===== config.mk =====
export PLATFORM = sky130hd
export DESIGN_NAME = ram_arbiter_flat
export DESIGN_NICKNAME = d
export VERILOG_FILES = /design/src/rtl/ram_arb_pkg.sv /design/src/rtl/ram_arbiter_if.sv /design/src/rtl/ram_byte_merge.sv /design/src/rtl/ram_arbiter.sv /design/src/flat_wrapper.sv
export SDC_FILE = /design/constraint.sdc
export NUM_CORES = 1
export LEC_CHECK = 0
export CORE_AREA = 3 3 103 105
export CTS_BUF_LIST = sky130_fd_sc_hd__clkbuf_4 sky130_fd_sc_hd__clkbuf_8
export DETAILED_ROUTE_END_ITERATION = 8
export DIE_AREA = 0 0 106 108
export PLACE_DENSITY = 0.88
export REMOVE_ABC_BUFFERS = 1
export SLEW_MARGIN = 0
export SYNTH_ARGS = -nofsm -noshare
export SYNTH_HDL_FRONTEND = slang
export SYNTH_HIERARCHICAL = 1
export SYNTH_SLANG_ARGS = --single-unit

===== constraint.sdc =====
create_clock -name clk -period 3.2 [get_ports clk]
set_input_delay 0.64 -clock clk [delete_from_list [all_inputs] [get_ports clk]]
set_output_delay 0.64 -clock clk [all_outputs]
set_load 0.05 [all_outputs]

===== src/rtl/ram_arb_pkg.sv =====
// Shared types and constants for the RAM arbiter slice.
package ram_arb_pkg;

  typedef enum logic {
    IDLE   = 1'b0,
    RMW_WR = 1'b1
  } state_t;

  localparam logic       PORT_A     = 1'b0;
  localparam logic       PORT_B     = 1'b1;
  localparam logic [3:0] WSTRB_FULL = 4'hF;

endpackage


===== src/rtl/ram_arbiter_if.sv =====
// Core-side memory ports: fetch port A (read-only) and data port B (read/write).
// master = core side, slave = arbiter side.
interface ram_arbiter_if;
  logic        a_req_valid;
  logic        a_req_ready;
  logic [31:0] a_addr;
  logic        a_rsp_valid;
  logic [31:0] a_rsp_data;
  logic        b_req_valid;
  logic        b_req_ready;
  logic [31:0] b_addr;
  logic        b_we;
  logic [3:0]  b_wstrb;
  logic [31:0] b_wdata;
  logic        b_rsp_valid;
  logic [31:0] b_rsp_data;

  modport master (
    output a_req_valid, a_addr, b_req_valid, b_addr, b_we, b_wstrb, b_wdata,
    input  a_req_ready, a_rsp_valid, a_rsp_data, b_req_ready, b_rsp_valid, b_rsp_data
  );

  modport slave (
    input  a_req_valid, a_addr, b_req_valid, b_addr, b_we, b_wstrb, b_wdata,
    output a_req_ready, a_rsp_valid, a_rsp_data, b_req_ready, b_rsp_valid, b_rsp_data
  );
endinterface


===== src/rtl/ram_byte_merge.sv =====
// Byte-lane merge for sub-word stores: strobed bytes come from new_word,
// the rest keep old_word.
module ram_byte_merge (
  input  logic [31:0] old_word,
  input  logic [31:0] new_word,
  input  logic [3:0]  strobe,
  output logic [31:0] merged
);
  for (genvar i = 0; i < 4; i++) begin : g_byte
    assign merged[8*i +: 8] = strobe[i] ? new_word[8*i +: 8] : old_word[8*i +: 8];
  end
endmodule


===== src/rtl/ram_arbiter.sv =====
// Round-robin arbiter sharing one single-port word RAM between the fetch
// port (A) and the data port (B). Responses come one cycle after acceptance.
// Optional feature macro RAM_ARB_RMW_EN: sub-word stores become a two-cycle
// read-modify-write; without it every B write is a full-word write.
module ram_arbiter
  import ram_arb_pkg::*;
#(
  parameter int RAM_SIZE = 32
) (
  input  logic          clk,
  input  logic          rst,
  ram_arbiter_if.slave  bus,
  output logic          ram_write_enable,
  output logic [31:0]   ram_addr,
  output logic [31:0]   ram_write_data,
  input  logic [31:0]   ram_read_data
);

  state_t state, next_state;
  logic   prio;
  logic   grant_a, grant_b;
  logic   full_wr, go_rmw;
  logic   addr_oob;

  // Grants only in IDLE; on contention prio picks the winner.
  always_comb begin
    grant_a = (state == IDLE) && bus.a_req_valid && (!bus.b_req_valid || prio == PORT_A);
    grant_b = (state == IDLE) && bus.b_req_valid && (!bus.a_req_valid || prio == PORT_B);
  end

  assign bus.a_req_ready = grant_a;
  assign bus.b_req_ready = grant_b;

`ifdef RAM_ARB_RMW_EN
  logic [31:0] merged;
  logic [29:0] rmw_addr;
  logic [31:0] rmw_data;

  assign full_wr = grant_b && bus.b_we && (bus.b_wstrb == WSTRB_FULL);
  assign go_rmw  = grant_b && bus.b_we && (bus.b_wstrb != 4'h0) && (bus.b_wstrb != WSTRB_FULL);

  ram_byte_merge u_merge (
    .old_word (ram_read_data),
    .new_word (bus.b_wdata),
    .strobe   (bus.b_wstrb),
    .merged   (merged)
  );

  // Latch the merged word and its address while the old word is on the read port.
  always_ff @(posedge clk or posedge rst) begin
    if (rst) begin
      rmw_addr <= '0;
      rmw_data <= '0;
    end else if (go_rmw) begin
      rmw_addr <= bus.b_addr[31:2];
      rmw_data <= merged;
    end
  end
`else
  logic unused_wstrb;
  assign unused_wstrb = ^bus.b_wstrb;
  assign full_wr      = grant_b && bus.b_we;
  assign go_rmw       = 1'b0;
`endif

  // Out-of-range addresses go to the RAM unchanged; the flag is for observation only.
  assign addr_oob = {2'b00, ram_addr[31:2]} >= 32'(RAM_SIZE);

  logic unused_bits;
  assign unused_bits = ^{bus.a_addr[1:0], bus.b_addr[1:0], addr_oob};

  // State register.
  always_ff @(posedge clk or posedge rst) begin
    if (rst) state <= IDLE;
    else     state <= next_state;
  end

  // Next state: a partial store spends one extra cycle writing the merged word.
  always_comb begin
    next_state = state;
    case (state)
      IDLE:    if (go_rmw) next_state = RMW_WR;
      RMW_WR:  next_state = IDLE;
      default: next_state = IDLE;
    endcase
  end

  // RAM-side outputs: address of the granted port, or the latched RMW word.
  always_comb begin
    ram_write_enable = 1'b0;
    ram_addr         = '0;
    ram_write_data   = '0;
`ifdef RAM_ARB_RMW_EN
    if (state == RMW_WR) begin
      ram_write_enable = 1'b1;
      ram_addr         = {rmw_addr, 2'b00};
      ram_write_data   = rmw_data;
    end else
`endif
    if (grant_a) begin
      ram_addr = {bus.a_addr[31:2], 2'b00};
    end else if (grant_b) begin
      ram_addr         = {bus.b_addr[31:2], 2'b00};
      ram_write_enable = full_wr;
      ram_write_data   = bus.b_wdata;
    end
  end

  // Round-robin pointer flips to the other port after every grant.
  always_ff @(posedge clk or posedge rst) begin
    if (rst)          prio <= PORT_A;
    else if (grant_a) prio <= PORT_B;
    else if (grant_b) prio <= PORT_A;
  end

  // One-cycle response pulses; data holds between responses.
  always_ff @(posedge clk or posedge rst) begin
    if (rst) begin
      bus.a_rsp_valid <= 1'b0;
      bus.a_rsp_data  <= '0;
      bus.b_rsp_valid <= 1'b0;
      bus.b_rsp_data  <= '0;
    end else begin
      bus.a_rsp_valid <= grant_a;
      if (grant_a) bus.a_rsp_data <= ram_read_data;
      bus.b_rsp_valid <= 1'b0;
      if (grant_b && !bus.b_we) begin
        bus.b_rsp_valid <= 1'b1;
        bus.b_rsp_data  <= ram_read_data;
      end else if ((grant_b && !go_rmw) || state == RMW_WR) begin
        bus.b_rsp_valid <= 1'b1;
        bus.b_rsp_data  <= '0;
      end
    end
  end

endmodule


===== src/flat_wrapper.sv =====
// flat-port wrapper written by rule: the top's interface ports become plain ports
module ram_arbiter_flat import ram_arb_pkg::*;
#(
  parameter int RAM_SIZE = 32
)
  (clk, rst, ram_write_enable, ram_addr, ram_write_data, ram_read_data, bus_a_req_valid, bus_a_addr, bus_b_req_valid, bus_b_addr, bus_b_we, bus_b_wstrb, bus_b_wdata, bus_a_req_ready, bus_a_rsp_valid, bus_a_rsp_data, bus_b_req_ready, bus_b_rsp_valid, bus_b_rsp_data);
  ram_arbiter_if bus_i ();
  input  logic clk;
  input  logic rst;
  output logic ram_write_enable;
  output logic [31:0] ram_addr;
  output logic [31:0] ram_write_data;
  input  logic [31:0] ram_read_data;
  input wire logic [$bits(bus_i.a_req_valid)-1:0] bus_a_req_valid;
  input wire logic [$bits(bus_i.a_addr)-1:0] bus_a_addr;
  input wire logic [$bits(bus_i.b_req_valid)-1:0] bus_b_req_valid;
  input wire logic [$bits(bus_i.b_addr)-1:0] bus_b_addr;
  input wire logic [$bits(bus_i.b_we)-1:0] bus_b_we;
  input wire logic [$bits(bus_i.b_wstrb)-1:0] bus_b_wstrb;
  input wire logic [$bits(bus_i.b_wdata)-1:0] bus_b_wdata;
  output wire logic [$bits(bus_i.a_req_ready)-1:0] bus_a_req_ready;
  output wire logic [$bits(bus_i.a_rsp_valid)-1:0] bus_a_rsp_valid;
  output wire logic [$bits(bus_i.a_rsp_data)-1:0] bus_a_rsp_data;
  output wire logic [$bits(bus_i.b_req_ready)-1:0] bus_b_req_ready;
  output wire logic [$bits(bus_i.b_rsp_valid)-1:0] bus_b_rsp_valid;
  output wire logic [$bits(bus_i.b_rsp_data)-1:0] bus_b_rsp_data;
  assign bus_i.a_req_valid = bus_a_req_valid;
  assign bus_i.a_addr = bus_a_addr;
  assign bus_i.b_req_valid = bus_b_req_valid;
  assign bus_i.b_addr = bus_b_addr;
  assign bus_i.b_we = bus_b_we;
  assign bus_i.b_wstrb = bus_b_wstrb;
  assign bus_i.b_wdata = bus_b_wdata;
  assign bus_a_req_ready = bus_i.a_req_ready;
  assign bus_a_rsp_valid = bus_i.a_rsp_valid;
  assign bus_a_rsp_data = bus_i.a_rsp_data;
  assign bus_b_req_ready = bus_i.b_req_ready;
  assign bus_b_rsp_valid = bus_i.b_rsp_valid;
  assign bus_b_rsp_data = bus_i.b_rsp_data;
  ram_arbiter #(.RAM_SIZE(RAM_SIZE)) u_core (.clk(clk), .rst(rst), .bus(bus_i), .ram_write_enable(ram_write_enable), .ram_addr(ram_addr), .ram_write_data(ram_write_data), .ram_read_data(ram_read_data));
endmodule

# Word level (Yosys, flattened, before mapping)
# Cells that the tools add are included.
[totals]
register_bits = 67
inputBits = 137
mem_bits_rw = 0
latch_bits = 0
romBits = 0
mem_count = 0
[op_classes]
div = 0
n_shift = 0
multipliers = 0
addsub = 0
eq_ne = 0
reduce_logical = 11
mux = 12
magnitude_cmp = 0
bitwise = 1
[op_table]
columns = ["operator", "count"]
rows = [
  ["2-to-1 mux 32 bit", 6],
  ["2-to-1 mux 1 bit", 6],
  ["logical AND 1 bit", 4],
  ["nonzero test 2 bit", 2],
  ["logical NOT 1 bit", 3],
  ["logical OR 1 bit", 2],
  ["inverter 1 bit", 1],
]

# Logic depth before layout (Yosys ltp)
[depth]
depth_word = 6
depth_mapped = 5

# Worst setup path after synthesis
# Ideal clock, no wire load.
[synth_timing]
kind = "input-to-output"
from = "in bus_a_req_valid"
to = "out ram_addr[22]"
arrival_ps = 1820
required_time_ps = 2560
stages = 4
slack_ps = 740
n_path_buf = 2
path_cell_list = "a21boi_1 > buf_2 > buf_2 > a22o_1"
[synth_via]
elab_cells_between_ends = 6
[synth_lines]
columns = ["element", "line", "source"]
rows = [
  ["start, declared", "flat_wrapper.sv:14", "input wire logic [$bits(bus_i.a_req_valid)-1:0] bus_a_req_valid;"],
  ["logical AND 1 bit", "ram_arbiter.sv:27", "grant_a = (state == IDLE) && bus.a_req_valid && (!bus.b_req_valid || prio == PORT_A);"],
  ["net bus_a_req_ready", "flat_wrapper.sv:21", "output wire logic [$bits(bus_i.a_req_ready)-1:0] bus_a_req_ready;"],
  ["2-to-1 mux 32 bit", "ram_arbiter.sv:100", "if (grant_a) begin"],
  ["end, declared", "flat_wrapper.sv:11", "output logic [31:0] ram_addr;"],
]
# The timed path passes the listed nets, and every way through them passes these cells.

# Final worst setup path
[layout_timing]
from = "in bus_a_req_valid"
to = "out bus_a_req_ready"
[layout_via]
elab_chain_len = 1
[layout_lines]
columns = ["element", "line"]
rows = [
  ["logical AND 1 bit", "ram_arbiter.sv:27"],
  ["end, declared", "flat_wrapper.sv:21"],
]
# Every way passes these cells.

==> impl_results.md <==
- Status: finished clean
- Post-synthesis mux area share: roughly 24%
- Routed WL: 14100 um
- Tot GR Track Use: approximately 25%
- Clock Path Buffers: 2
- Adder-Cell Fraction of Synth Area: 0%
- Final hold vios: 0
- CP cell instances: clkdlybuf4s50_1 -> a21boi_4 -> buf_12 -> buf_4 -> buf_12
- Vias in the first global route: approximately 3500
- Cell family with most CP delay: buffers and inverters
- Layout cell share with drive strength beyond 1: ~30%
- Clock sinks: 67
- DR iter-0 viols: around 270
- CTS tree: yes
- RSZ-0062 raised after global routing: no
- Critical Path Sink Type: output port
- Top post-synthesis cells by area: dfrtp_1 (49%), mux2_4 (13%), mux2_2 (12%)
- Yosys cell types: 16
- Full die area: 11400 um^2
- Via count: 3150
- Post-cts sizing count: 0
- Finished Layout Cells: 651
- Num rows: 36
- Critical path's slowest cell: clkdlybuf4s50_1
- Post-layout util: about 71%
- Routed WL per cell: roughly 22 um
- # fillers: between 600 and 700
- Final Skew: between 0.007 and 0.008 ns
- Slew @ Worst Pin: between 0.6 and 0.7 ns
- Die Height: between 100 and 150 um
- Post-synthesis simple-gate area fraction: ~13%
- Crit-path max FO: 46
- Critical path class: input pin to output port
- DRT Pass-1 Iters: 4
- Largest family of logic cells by synthesized area: multiplexers
- GRT Residual Overflow: 0
- Startpoint Class: input pin
- Post-route ant nets: 0
- Arr. time, crit path: about 2.2 ns
- Pin count of the biggest net entering global routing: 47
- DIE WIDTH: ~110 um
- CTS H-tree depth: 3
- Global-route wire length before repair: approximately 21000 um
- Clk_lat worst skew: ~0.33 ns
- Max Cap Violations: 0
- Fin crit share: between 80% and 90%
- Pleak: 0.00306 uW
- Clock slew at reported path FFs: ~0.070 ns
- Post-DP Area: between 6000 and 7000 um^2
- Post-synthesis xor/xnor area fraction: 0%
- P per Cell Area: 517 nW/um^2
- Synthesis-to-layout area growth: 105%
- Setup Viol. Count Final: 0
- Ports: 270
- Cts hold-fix bufs: 0
- CP peak stage delay: roughly 0.54 ns
- Dpl cells: approximately 630
- CP required: about 2.6 ns
- Detailed Place HPWL: ~11000 um
- DRC: 0
- Final min period: roughly 2.8 ns
- Worst hold path class: flop to flop
- Sequential fraction of the synthesis area: about half
- Slew margin rel.: 58.1%
- Highest Clock Rate: ~350 MHz
- WP buf/inv: 4
- Synth top area share: slightly below 50%
- Area leader, netlist: dfrtp_1
- Max-slew violations: 0
- Root buffer cell: clkbuf_8
- Cell mode on critical path: buf_12
- Yosys warning count: 6
- Cell count after synthesis: about 260
- Design area: roughly 6900 um^2
- CTS buffer count: 9
- Peak VDD IR: 0.348 mV
- Mapped Area: 3390 um^2
- Port bufs: between 200 and 300
- Initial antenna violation count: 0
- Post-CTS setup buffer count: 0
- Via density per instance: between 4 and 5
- Fin nets: between 600 and 700
- Core outline area: about 9700 um^2
- Starting Density: between 30% and 40%
- Synthesized flop and latch total: between 60 and 70
- Compound-gate portion of the synthesized area: between 8 and 9%
- Post-Syn Area per Cell: around 13 um^2
- GPL Wtd Cong: roughly 0.95
[synthesized netlist by cell type (all sizes together)]
| cell type | instances |
|---|---|
| a21boi | 1 |
| a22o | 30 |
| and2 | 2 |
| and3 | 33 |
| buf | 16 |
| clkbuf | 9 |
| conb | 1 |
| dfrtp | 67 |
| inv | 2 |
| mux2 | 64 |
| nand2b | 1 |
| nor2b | 32 |
| o21ai | 1 |
[placed cells by master (no fill, tap or decap)]
master,synthesis,final
a21boi_4,0,1
nor2b_1,32,32
a22o_1,30,30
nand2b_4,1,1
and2_1,2,1
and2_4,0,1
inv_1,2,1
clkdlybuf4s50_1,0,194
mux2_2,35,35
o21ai_0,1,1
buf_12,0,67
inv_2,0,1
clkbuf_8,0,12
and3_1,33,33
mux2_4,29,29
bufinv_16,0,1
clkinv_2,0,2
diode_2,0,1
buf_4,2,5
conb_1,1,2
clkinvlp_4,0,1
dfrtp_1,67,67
[layout make-up]
class	count	area, um^2	area share (%)
timing repair buffer	266	3320	47.8
sequential	67	1680	24.1
multi-input combinational	166	1560	22.4
tap	133	166	2.40
clock buffer	12	165	2.38
clock inverter	4	47.5	0.685
inverter	2	7.51	0.108
antenna	1	2.50	0.0360
[flip-flops by register name, summed over array words and instances (netlist names)]
name and cells:
u_core/bus.a_rsp_data 32, u_core/bus.a_rsp_valid 1, u_core/bus.b_rsp_data 32, u_core/bus.b_rsp_valid 1
u_core/prio 1
[worst reg2reg max path, delay by kind of cell, from the launching register on]
| family | cells | cell delay, ns |
|---|---|---|
| AND/OR/NAND/NOR | 2 | 0.51 |
| flip-flops | 1 | 0.42 |
| buffers and inverters | 1 | 0.60 |
| multiplexers | 1 | 0.43 |
[through the flow]
stage | setup WS, ns | power (uW) | hold WS [ns] | setup TNS [ns]
final | 0.368 | 3590 | 0.510 | 0
after global routing | 0.301 | 3720 | 0.528 | 0
after CTS | 0.369 | 3630 | 0.514 | 0
after detailed placement | 0.381 | 2880 | 0.492 | 0
after global placement | 0.412 | 2850 | 0.490 | 0
after floorplan | -2.13 | 2040 | 0.514 | -110.94
[worst paths after layout]
check | startpoint | end | slack, ns | cells after the start
max | bus_a_req_valid | bus_a_req_ready | 0.37 | 5
min | u_core/bus.a_rsp_data[10] | u_core/bus.a_rsp_data[10] | 0.51 | 1
max reg2reg | u_core/prio | u_core/bus.b_rsp_data[6] | 1.13 | 4
min reg2reg | u_core/bus.a_rsp_data[10] | u_core/bus.a_rsp_data[10] | 0.51 | 1
max in group asynchronous | rst | u_core/bus.a_rsp_data[19] | 1.88 | 3
min in group asynchronous | rst | u_core/bus.a_rsp_data[28] | 0.69 | 2
[logic make-up after synthesis]
| group | Yosys count |
|---|---|
| other | 1 |
| muxes | 64 |
| and+or+nand+nor | 68 |
| buffers and inverters | 27 |
| DFF | 67 |
| AOI/OAI and AO/OA | 32 |
[power breakdown]
group | internal (uW) | switching, uW | leakage (uW) | total (uW)
combinational | 791 | 1030 | 0.00213 | 1820
clock | 421 | 313 | 0.000108 | 734
sequential | 970 | 71.8 | 0.000823 | 1040
total | 2180 | 1410 | 0.00306 | 3590
[layer usage]
metal / up-vias / part of all wire (%) / track usage (%)
li1: 1427 / - / -
met3: 24 / 9.7 / 8.24
met5: - / 0 / 0
met4: 0 / 2.4 / 7.77
met2: 162 / 50 / 42.3
met1: 1537 / 38 / 29.0
Power figures use the tool's default switching activity.
